File: config.mk
export PLATFORM = sky130hd
export DESIGN_NAME = screen_write_ctrl
export DESIGN_NICKNAME = d
export VERILOG_FILES = /design/src/rtl/vt52_pkg.sv /design/src/rtl/cursor_addr_gen.sv /design/src/rtl/screen_write_ctrl.sv
export SDC_FILE = /design/constraint.sdc
export NUM_CORES = 1
export LEC_CHECK = 0
export BUFFER_PORTS_ARGS = -buffer_cell sky130_fd_sc_hd__buf_4
export CAP_MARGIN = 20
export CORE_ASPECT_RATIO = 2
export CORE_MARGIN = 1
export CORE_UTILIZATION = 40
export DETAILED_ROUTE_END_ITERATION = 7
export PLACE_DENSITY = 0.61
export SLEW_MARGIN = 20
export SYNTH_ARGS = -nofsm -noshare
export SYNTH_HDL_FRONTEND = slang
export SYNTH_SLANG_ARGS = --single-unit
File: constraint.sdc
create_clock -name clk -period 3.53 [get_ports clk]
set_input_delay 0.706 -clock clk [delete_from_list [all_inputs] [get_ports clk]]
set_output_delay 0.706 -clock clk [all_outputs]
set_load 0.01 [all_outputs]
File: src/rtl/vt52_pkg.sv
// ============================================================================
// Module      : vt52_pkg
// Description : Shared opcodes, FSM state encoding and screen geometry for
//               the VT52 screen write path.
// Revision    : 1.0
// ============================================================================
`default_nettype none

package vt52_pkg;

    localparam logic [2:0] CMD_PUT       = 3'd0;
    localparam logic [2:0] CMD_CR        = 3'd1;
    localparam logic [2:0] CMD_LF        = 3'd2;
    localparam logic [2:0] CMD_HOME      = 3'd3;
    localparam logic [2:0] CMD_ERASE_EOL = 3'd4;
    localparam logic [2:0] CMD_ERASE_EOS = 3'd5;
    localparam logic [2:0] CMD_SET_ROW   = 3'd6;
    localparam logic [2:0] CMD_SET_COL   = 3'd7;

    localparam logic [2:0] ST_IDLE        = 3'd0;
    localparam logic [2:0] ST_WRITE       = 3'd1;
    localparam logic [2:0] ST_ERASE       = 3'd2;
    localparam logic [2:0] ST_SCROLL_REQ  = 3'd3;
    localparam logic [2:0] ST_SCROLL_WAIT = 3'd4;

    localparam logic [7:0] SPACE = 8'h20;

    localparam int DEF_COLS = 80;
    localparam int DEF_ROWS = 25;

endpackage

`default_nettype wire

File: src/rtl/cursor_addr_gen.sv
// ============================================================================
// Module      : cursor_addr_gen
// Description : Cursor row/col, row base address (row*COLS) and linear erase
//               pointer for the screen write controller.
// Revision    : 1.0
// ============================================================================
`default_nettype none

module cursor_addr_gen
    import vt52_pkg::*;
#(
    parameter int ADDR_BITS = 11,
    parameter int COLS      = DEF_COLS,
    parameter int ROWS      = DEF_ROWS,
    parameter int ROW_BITS  = 5,
    parameter int COL_BITS  = 7
) (
    input  logic                 clk,
    input  logic                 reset_n,
    input  logic                 col_inc,
    input  logic                 col_clr,
    input  logic                 row_inc,
    input  logic                 home,
    input  logic                 set_row,
    input  logic                 set_col,
    input  logic [7:0]           set_val,
    input  logic                 ptr_load,
    input  logic                 ptr_inc,
    output logic [ROW_BITS-1:0]  row,
    output logic [COL_BITS-1:0]  col,
    output logic [ADDR_BITS-1:0] cur_addr,
    output logic [ADDR_BITS-1:0] row_end,
    output logic [ADDR_BITS-1:0] ptr
);

    localparam logic [ROW_BITS-1:0]  ROW_MAX  = ROW_BITS'(ROWS - 1);
    localparam logic [COL_BITS-1:0]  COL_MAX  = COL_BITS'(COLS - 1);
    localparam logic [7:0]           ROW_MAX8 = 8'(ROWS - 1);
    localparam logic [7:0]           COL_MAX8 = 8'(COLS - 1);
    localparam logic [ADDR_BITS-1:0] COLS_A   = ADDR_BITS'(COLS);

    logic [ROW_BITS-1:0]  row_q, row_d, set_row_val;
    logic [COL_BITS-1:0]  col_q, col_d, set_col_val;
    logic [ADDR_BITS-1:0] row_base_q, row_base_d;
    logic [ADDR_BITS-1:0] ptr_q, ptr_d;

    assign row      = row_q;
    assign col      = col_q;
    assign ptr      = ptr_q;
    assign cur_addr = row_base_q + ADDR_BITS'(col_q);
    assign row_end  = row_base_q + (COLS_A - 1'b1);

    always_comb begin
        set_row_val = (set_val > ROW_MAX8) ? ROW_MAX : ROW_BITS'(set_val);
        set_col_val = (set_val > COL_MAX8) ? COL_MAX : COL_BITS'(set_val);
        row_d       = row_q;
        col_d       = col_q;
        row_base_d  = row_base_q;
        ptr_d       = ptr_q;

        if (home) begin
            row_d      = '0;
            col_d      = '0;
            row_base_d = '0;
        end else begin
            // Column saturates at the right edge: no autowrap.
            if (col_clr)
                col_d = '0;
            else if (set_col)
                col_d = set_col_val;
            else if (col_inc && col_q != COL_MAX)
                col_d = col_q + 1'b1;

            if (set_row) begin
                row_d      = set_row_val;
                row_base_d = ADDR_BITS'(set_row_val) * COLS_A;
            end else if (row_inc && row_q != ROW_MAX) begin
                row_d      = row_q + 1'b1;
                row_base_d = row_base_q + COLS_A;
            end
        end

        if (ptr_load)
            ptr_d = cur_addr;
        else if (ptr_inc)
            ptr_d = ptr_q + 1'b1;
    end

    always_ff @(posedge clk or negedge reset_n) begin
        if (!reset_n) begin
            row_q      <= '0;
            col_q      <= '0;
            row_base_q <= '0;
            ptr_q      <= '0;
        end else begin
            row_q      <= row_d;
            col_q      <= col_d;
            row_base_q <= row_base_d;
            ptr_q      <= ptr_d;
        end
    end

endmodule

`default_nettype wire

File: src/rtl/screen_write_ctrl.sv
// ============================================================================
// Module      : screen_write_ctrl
// Description : Executes VT52 cursor/write commands and sequences all writes
//               and scroll requests into the 80x25 character buffer.
// Revision    : 1.0
// ============================================================================
`default_nettype none

module screen_write_ctrl
    import vt52_pkg::*;
#(
    parameter int ADDR_BITS = 11,
    parameter int COLS      = DEF_COLS,
    parameter int ROWS      = DEF_ROWS,
    parameter int ROW_BITS  = 5,
    parameter int COL_BITS  = 7
) (
    input  logic                 clk,
    input  logic                 reset_n,
    input  logic                 cmd_valid,
    output logic                 cmd_ready,
    input  logic [2:0]           cmd_op,
    input  logic [7:0]           cmd_data,
    output logic [7:0]           buf_din,
    output logic [ADDR_BITS-1:0] buf_waddr,
    output logic                 buf_wen,
    output logic                 buf_scroll,
    input  logic                 buf_scroll_busy,
    input  logic                 buf_scroll_done,
    output logic [ROW_BITS-1:0]  cursor_row,
    output logic [COL_BITS-1:0]  cursor_col,
    output logic                 busy
);

    localparam logic [ADDR_BITS-1:0] LAST_ADDR = ADDR_BITS'(ROWS * COLS - 1);
    localparam logic [ROW_BITS-1:0]  LAST_ROW  = ROW_BITS'(ROWS - 1);

    logic [2:0] state_q, state_d;
    logic       hold_q, hold_d;
    logic [7:0] char_q, char_d;
    logic       eos_q, eos_d;

    logic accept;
    logic col_inc, col_clr, row_inc, home, set_row, set_col, ptr_load, ptr_inc;
    logic [ADDR_BITS-1:0] cur_addr, row_end, ptr, erase_end;

    // hold_q masks ready for the cycle after any accept, so one-cycle
    // commands that stay in IDLE still show a ready gap.
    assign cmd_ready = (state_q == ST_IDLE) && !hold_q;
    assign busy      = (state_q != ST_IDLE);
    assign accept    = cmd_valid && cmd_ready;
    assign erase_end = eos_q ? LAST_ADDR : row_end;

    always_comb begin
        state_d    = state_q;
        hold_d     = accept;
        char_d     = char_q;
        eos_d      = eos_q;
        col_inc    = 1'b0;
        col_clr    = 1'b0;
        row_inc    = 1'b0;
        home       = 1'b0;
        set_row    = 1'b0;
        set_col    = 1'b0;
        ptr_load   = 1'b0;
        ptr_inc    = 1'b0;
        buf_wen    = 1'b0;
        buf_din    = 8'h00;
        buf_waddr  = '0;
        buf_scroll = 1'b0;

        case (state_q)
            ST_IDLE: begin
                if (accept) begin
                    case (cmd_op)
                        CMD_PUT: begin
                            char_d  = cmd_data;
                            state_d = ST_WRITE;
                        end
                        CMD_CR:   col_clr = 1'b1;
                        CMD_LF: begin
                            if (cursor_row == LAST_ROW)
                                state_d = ST_SCROLL_REQ;
                            else
                                row_inc = 1'b1;
                        end
                        CMD_HOME: home = 1'b1;
                        CMD_ERASE_EOL: begin
                            ptr_load = 1'b1;
                            eos_d    = 1'b0;
                            state_d  = ST_ERASE;
                        end
                        CMD_ERASE_EOS: begin
                            ptr_load = 1'b1;
                            eos_d    = 1'b1;
                            state_d  = ST_ERASE;
                        end
                        CMD_SET_ROW: set_row = 1'b1;
                        default:     set_col = 1'b1;
                    endcase
                end
            end
            ST_WRITE: begin
                buf_wen   = 1'b1;
                buf_din   = char_q;
                buf_waddr = cur_addr;
                col_inc   = 1'b1;
                state_d   = ST_IDLE;
            end
            ST_ERASE: begin
                buf_wen   = 1'b1;
                buf_din   = SPACE;
                buf_waddr = ptr;
                if (ptr == erase_end)
                    state_d = ST_IDLE;
                else
                    ptr_inc = 1'b1;
            end
            ST_SCROLL_REQ: begin
                // Never stack a request onto a scroll the buffer already owns.
                if (!buf_scroll_busy) begin
                    buf_scroll = 1'b1;
                    state_d    = ST_SCROLL_WAIT;
                end
            end
            ST_SCROLL_WAIT: begin
                if (buf_scroll_done)
                    state_d = ST_IDLE;
            end
            default: state_d = ST_IDLE;
        endcase
    end

    always_ff @(posedge clk or negedge reset_n) begin
        if (!reset_n) begin
            state_q <= ST_IDLE;
            hold_q  <= 1'b0;
            char_q  <= 8'h00;
            eos_q   <= 1'b0;
        end else begin
            state_q <= state_d;
            hold_q  <= hold_d;
            char_q  <= char_d;
            eos_q   <= eos_d;
        end
    end

    cursor_addr_gen #(
        .ADDR_BITS (ADDR_BITS),
        .COLS      (COLS),
        .ROWS      (ROWS),
        .ROW_BITS  (ROW_BITS),
        .COL_BITS  (COL_BITS)
    ) u_cursor (
        .clk      (clk),
        .reset_n  (reset_n),
        .col_inc  (col_inc),
        .col_clr  (col_clr),
        .row_inc  (row_inc),
        .home     (home),
        .set_row  (set_row),
        .set_col  (set_col),
        .set_val  (cmd_data),
        .ptr_load (ptr_load),
        .ptr_inc  (ptr_inc),
        .row      (cursor_row),
        .col      (cursor_col),
        .cur_addr (cur_addr),
        .row_end  (row_end),
        .ptr      (ptr)
    );

endmodule

`default_nettype wire

Yosys cells after proc, flatten, opt, wreduce, memory -nomap -nowiden

Cells that the tools add are included.

Add/subtract/negate cells: 6
Multipliers: 1
Order comparisons: 2
Equality and inequality tests: 20
Muxes and demuxes: 50
Reductions and logical operators: 18

Operators with widths:

| cell                                                                            | count |
|---|---|
| 11-bit two-way mux                                                              | 6 |
| 7-bit two-way mux                                                               | 5 |
| 1-bit two-way mux                                                               | 25 |
| 11-bit by 7-bit adder with 11-bit output, second input constant                 | 2 |
| 11-bit case mux with 2 select lines                                             | 1 |
| 5-bit two-way mux                                                               | 4 |
| 8-bit case mux with 2 select lines                                              | 1 |
| 3-bit two-way mux                                                               | 5 |
| 3-bit by 2-bit equality test with 1-bit output, second input constant           | 4 |
| 3-bit equality test, second input constant                                      | 4 |
| 3-bit case mux with 4 select lines                                              | 1 |
| 11-bit by 1-bit adder with 11-bit output, second input constant                 | 1 |
| 11-bit by 7-bit adder with 11-bit output                                        | 1 |
| 11-bit equality test                                                            | 1 |
| 3-bit case mux with 3 select lines                                              | 1 |
| 8-bit by 5-bit greater-than comparator with 1-bit output, second input constant | 1 |
| 8-bit by 7-bit greater-than comparator with 1-bit output, second input constant | 1 |
| 2-bit inequality test, second input constant                                    | 4 |
| 7-bit by 1-bit adder with 7-bit output, second input constant                   | 1 |
| 5-bit by 3-bit multiplier with 7-bit output, second input constant              | 1 |
| 7-bit inequality test, second input constant                                    | 1 |
| 7-bit OR reduction                                                              | 1 |
| 3-bit by 1-bit equality test with 1-bit output, second input constant           | 2 |
| 3-bit logical NOT                                                               | 2 |
| other kinds (14)                                                                | 21 |

Register bits: 47
Output and inout bits: 35

Logic depth before layout (Yosys ltp)

Depth in word-level cells: 9
Depth in mapped cells: 9
Mapped depth without buffers: 9

Cells and area by module

A second synthesis with hierarchy kept.

Cells, all modules: 363
Area total of the unflattened synthesis: 3365.7 µm²

By module, submodules not included:

| module            | times used | cells an instance | area each (µm²) |
|---|---|---|---|
| cursor_addr_gen   | 1          | 237               | 2223.4 |
| screen_write_ctrl | 1          | 126               | 1142.3 |

Worst setup path after synthesis

OpenSTA, ideal clock, no wires.

Path type: input to register
Start point: in cmd_data[3]
End point: reg u_cursor.row_base_q[10]
Arrival: 2.711 ns
Data required time: 3.447 ns
Path slack: 0.737 ns
Cell stages on the path: 9
Buffers on the path: 0
Cell sequence: a2111oi_0 -> and2_1 -> ha_1 -> ha_1 -> a21o_1 -> a21oi_1 -> xnor2_1 -> a21oi_1 -> o21ai_0

Word-level cells in the longest chain between the ends: 5

Ends and longest elaborated chain:

| element                                                  | RTL line                | source |
|---|---|---|
| from (decl)                                              | screen_write_ctrl.sv:23 | `input logic [7:0] cmd_data,` |
| 8-bit by 5-bit greater-than comparator with 1-bit output | cursor_addr_gen.sv:54   | `set_row_val = (set_val > ROW_MAX8) ? ROW_MAX : ROW_BITS'(set_val);` |
| 5-bit two-way mux *                                      | cursor_addr_gen.sv:54   |  |
| 5-bit by 3-bit multiplier with 7-bit output *            | cursor_addr_gen.sv:76   | `row_base_d = ADDR_BITS'(set_row_val) * COLS_A;` |
| 11-bit two-way mux *                                     | cursor_addr_gen.sv:74   | `if (set_row) begin` |
| 11-bit two-way mux *                                     | cursor_addr_gen.sv:61   | `if (home) begin` |
| to (signal assigned)                                     | cursor_addr_gen.sv:98   | `row_base_q <= row_base_d;` |
| to (decl)                                                | cursor_addr_gen.sv:44   | `logic [ADDR_BITS-1:0] row_base_q, row_base_d;` |

Every way passes the cells marked *; elsewhere a longest branch is shown, timed or not.
A chain may end at the register's enable or synchronous reset.

Final worst setup path

Start point: reg u_cursor.row_base_q[5]
End point: out buf_waddr[10]

Word-level cells in the longest chain between the ends: 2

Ends and longest elaborated chain:

| element                                  | RTL line                | source |
|---|---|---|
| 11-bit by 7-bit adder with 11-bit output | cursor_addr_gen.sv:50   | `assign cur_addr = row_base_q + ADDR_BITS'(col_q);` |
| 11-bit case mux with 2 select lines      | screen_write_ctrl.sv:72 | `case (state_q)` |
| to (decl)                                | screen_write_ctrl.sv:25 | `output logic [ADDR_BITS-1:0] buf_waddr,` |

No other way between the ends.

==> metrics.txt <==
Least-Margin Pin Slew just under 0.8 ns; Finish-stage setup viols 0; Reg clk slew, reported paths 0.07 ns; Yosys cell types 62; ANT cells 0; initial cell density of the core 41.0%; final worst setup slack 0.437 ns; postcts setup bufs 0; Tmin final 3.09 ns; GR Util All Layers a little under a quarter; die width 65.6 um; post-DR vias/cell 5.74; startpoint types flip-flop; root buffer cell clkbuf_16; Simple-Gate Fraction of Synth Area 22.6%; cts repair resizes 0; WL final 8.80 mm; worst r2r src state_q[2]; WP data required 2.82 ns; Worst Skew 0.0111 ns; layout cell share with drive strength beyond 1 20.3%; maximum clock path buffer count 2; CTS buffer count 5; crit path kind flip-flop to output pin; commonest cells after routing, fill and taps aside buf_4 (54), dfrtp_1 (43), nor2_1 (35); syn avg cell area 8.76 um2; CP max stage cell dfrtp_1; CP max stage delay 0.46 ns; peak supply drop 0.366 mV; Die Area approximately 8500 um2; worst hold-check path type input pin to asynchronous set/reset pin; worst relative slew slack 47.9%; worst slack, placed about 0.55 ns; compound-gate portion of the synthesized area 21.1%; flop-to-flop setup slack 0.93 ns; worst reg2reg path depth 7; Post-synth ARST share 100%; most common cell after layout, fill and taps aside buf_4; Fillers 753; number of max-cap violations 0; xor and xnor fraction of the mapped netlist area 7.31%; DP HPWL 6.60 mm; TritonCTS clock tree yes; CP cell instances ha_1, a21o_1, a21oi_1, a21boi_0, nand3_1, xor2_1, o21ai_0, buf_4; wire per inst 17.3 um; first-pass GRT wire length 14.8 mm; predominant post-synthesis flop cell dfrtp_1; fin crit share 87.6%; post-route cell area 3840 um2; Syn Nets 401; post-synthesis sequential area ratio 33.3%; total core area 7890 um2; status completed; Ys Warns 0; Pre-antenna DRT Iters 4; synthesis-to-layout area growth 18.9%; static leakage roughly 1.7 nW; Site Rows 46; achievable frequency 323 MHz; synthesized area 3230 um2; initial antenna violation count 0; DRT iter0 DRCs 125; final non-filler cell total 509; DP Cell Count 501; Seq cells post-synth 43; CTS sink cnt 43; Slew Viols, Final 0; largest family of logic cells by synthesized area simple AND/OR/NAND/NOR gates; io pins 51; clock latency at the later pin of the worst-skew pair 0.30 ns; CP arrival 2.39 ns; pwr/cell area 793 nW/um2; worst-path fanout max 7; RSZ-0062 raised after global routing false; reg2reg end u_cursor.col[3]; Die Ht 129 um; htree depth 2; vias in the first global route 2,939; cts hold-fix bufs 0; number of synthesized flops with an enable pin 0; CP endpoint kind output pin; post-synthesis mux area share 4.99%; Final Hold Viols 0; Post-Synthesis Cells roughly 370; Post-DRT Antenna Nets 0; Post-Route Setup TNS 0 ns; vias 2,924; pin count of the biggest net entering global routing 44; post-synthesis adder-cell area fraction 6.42%; routability cong. 0.871; DRC 0; Post-DP Area 3670 um2; grt ovf 0; PortBufs 50; Final Net Count 444
-- Yosys cell counts, types with 2 or more instances --
library cell | n | share of area, %
nand3b_1 | 2 | 0.46
nor3b_2 | 2 | 0.77
and2_1 | 6 | 1.2
nand2b_1 | 2 | 0.39
nor2b_1 | 4 | 0.77
nand2_1 | 25 | 2.9
or4_1 | 2 | 0.46
and3_1 | 17 | 3.3
a31oi_1 | 5 | 0.97
mux2i_1 | 6 | 1.9
a21o_1 | 3 | 0.70
o211ai_1 | 3 | 0.70
o21ai_1 | 6 | 0.93
a211oi_1 | 3 | 0.70
or3_1 | 3 | 0.58
mux2_2 | 9 | 3.1
buf_2 | 5 | 0.77
clkbuf_1 | 8 | 0.93
nand3_1 | 9 | 1.4
o2111ai_1 | 3 | 0.81
o21ai_0 | 32 | 5.0
nor2_1 | 35 | 4.1
nor4b_1 | 2 | 0.54
xnor2_1 | 15 | 4.1
nand4_1 | 5 | 0.97
inv_1 | 11 | 1.3
dfrtp_1 | 43 | 33
a21oi_1 | 25 | 3.9
a22o_1 | 9 | 2.4
nand4b_1 | 2 | 0.54
nor3_1 | 8 | 1.2
a32o_1 | 2 | 0.62
buf_4 | 3 | 0.70
xor2_1 | 12 | 3.3
ha_1 | 15 | 5.8
-- through the flow --
stage	util, %	hold WS, ns	power, W
finish	48.7	0.410	0.00305
global route	48.7	0.462	0.00329
CTS	48.7	0.429	0.00307
detailed placement	46.5	0.489	0.00250
global placement	46.5	0.483	0.00247
floorplan	-	0.410	0.00196
-- critical path: cells and delay by family (launching register included) --
| family | cells | cell delay (ns) |
|---|---|---|
| AOI/OAI and AO/OA | 4 | 0.80 |
| xor gates and xnor gates | 1 | 0.17 |
| buffers and inverters | 1 | 0.17 |
| and+or+nand+nor | 1 | 0.14 |
| adders and majority gates | 1 | 0.35 |
| DFF | 1 | 0.46 |
-- area by class of cell --
class	count	area (um2)	area share (%)
Multi-Input combinational cell	297	2020	52.6
Sequential cell	43	1080	28.0
Timing Repair Buffer	54	405	10.5
Clock buffer	6	139	3.61
Tap cell	96	120	3.12
Inverter	11	41.3	1.07
Clock inverter	2	38.8	1.01
-- report_power, final --
part           internal [W]  switching [W]  total (W)
sequential         0.000695       0.000343    0.00104
combinational      0.000697       0.000752    0.00145
clock              0.000356       0.000207   0.000563
-- worst max path at each step --
stage | startpoint | endpoint | slack [ns] | depth (start not counted)
2_1_floorplan | cmd_data[3] | u_cursor.row_base_q[10] | 0.74 | 9
3_3_place_gp | cmd_data[3] | u_cursor.row_base_q[10] | 0.60 | 11
3_5_place_dp | cmd_data[3] | u_cursor.row_base_q[10] | 0.55 | 11
4_1_cts | u_cursor.row_base_q[5] | buf_waddr[10] | 0.39 | 8
5_1_grt | u_cursor.row_base_q[5] | buf_waddr[10] | 0.22 | 8
6_report | u_cursor.row_base_q[5] | buf_waddr[10] | 0.44 | 8
-- kinds of logic (layout without fill, tap and decap cells) --
| group | Yosys count | count (layout) |
|---|---|---|
| compound gates | 104 | 104 |
| xor+xnor | 27 | 27 |
| fa+ha+maj | 16 | 16 |
| buf+inv | 29 | 73 |
| flops | 43 | 43 |
| mux | 15 | 15 |
| other cells | 1 | 1 |
| simple gates | 134 | 134 |
-- registers in the layout, summed over array words and instances, names as in the netlist --
register,count
u_cursor.row_base_q,7
state_q,3
hold_q,1
eos_q,1
char_q,8
u_cursor.ptr,11
u_cursor.col,7
u_cursor.row,5
-- layer usage --
| layer | vias to the layer above | wire length (um) | part of all wire, % | track usage [%] |
|---|---|---|---|---|
| li1 | 1432 | - | - | - |
| met1 | 1423 | 3410 | 39 | 25.7 |
| met2 | 53 | 4880 | 56 | 41.8 |
| met3 | 16 | 204 | 2.3 | 2.38 |
| met4 | 0 | 297 | 3.4 | 11.5 |
| met5 | - | 0 | 0 | 0 |
Power figures use the tool's default switching activity.
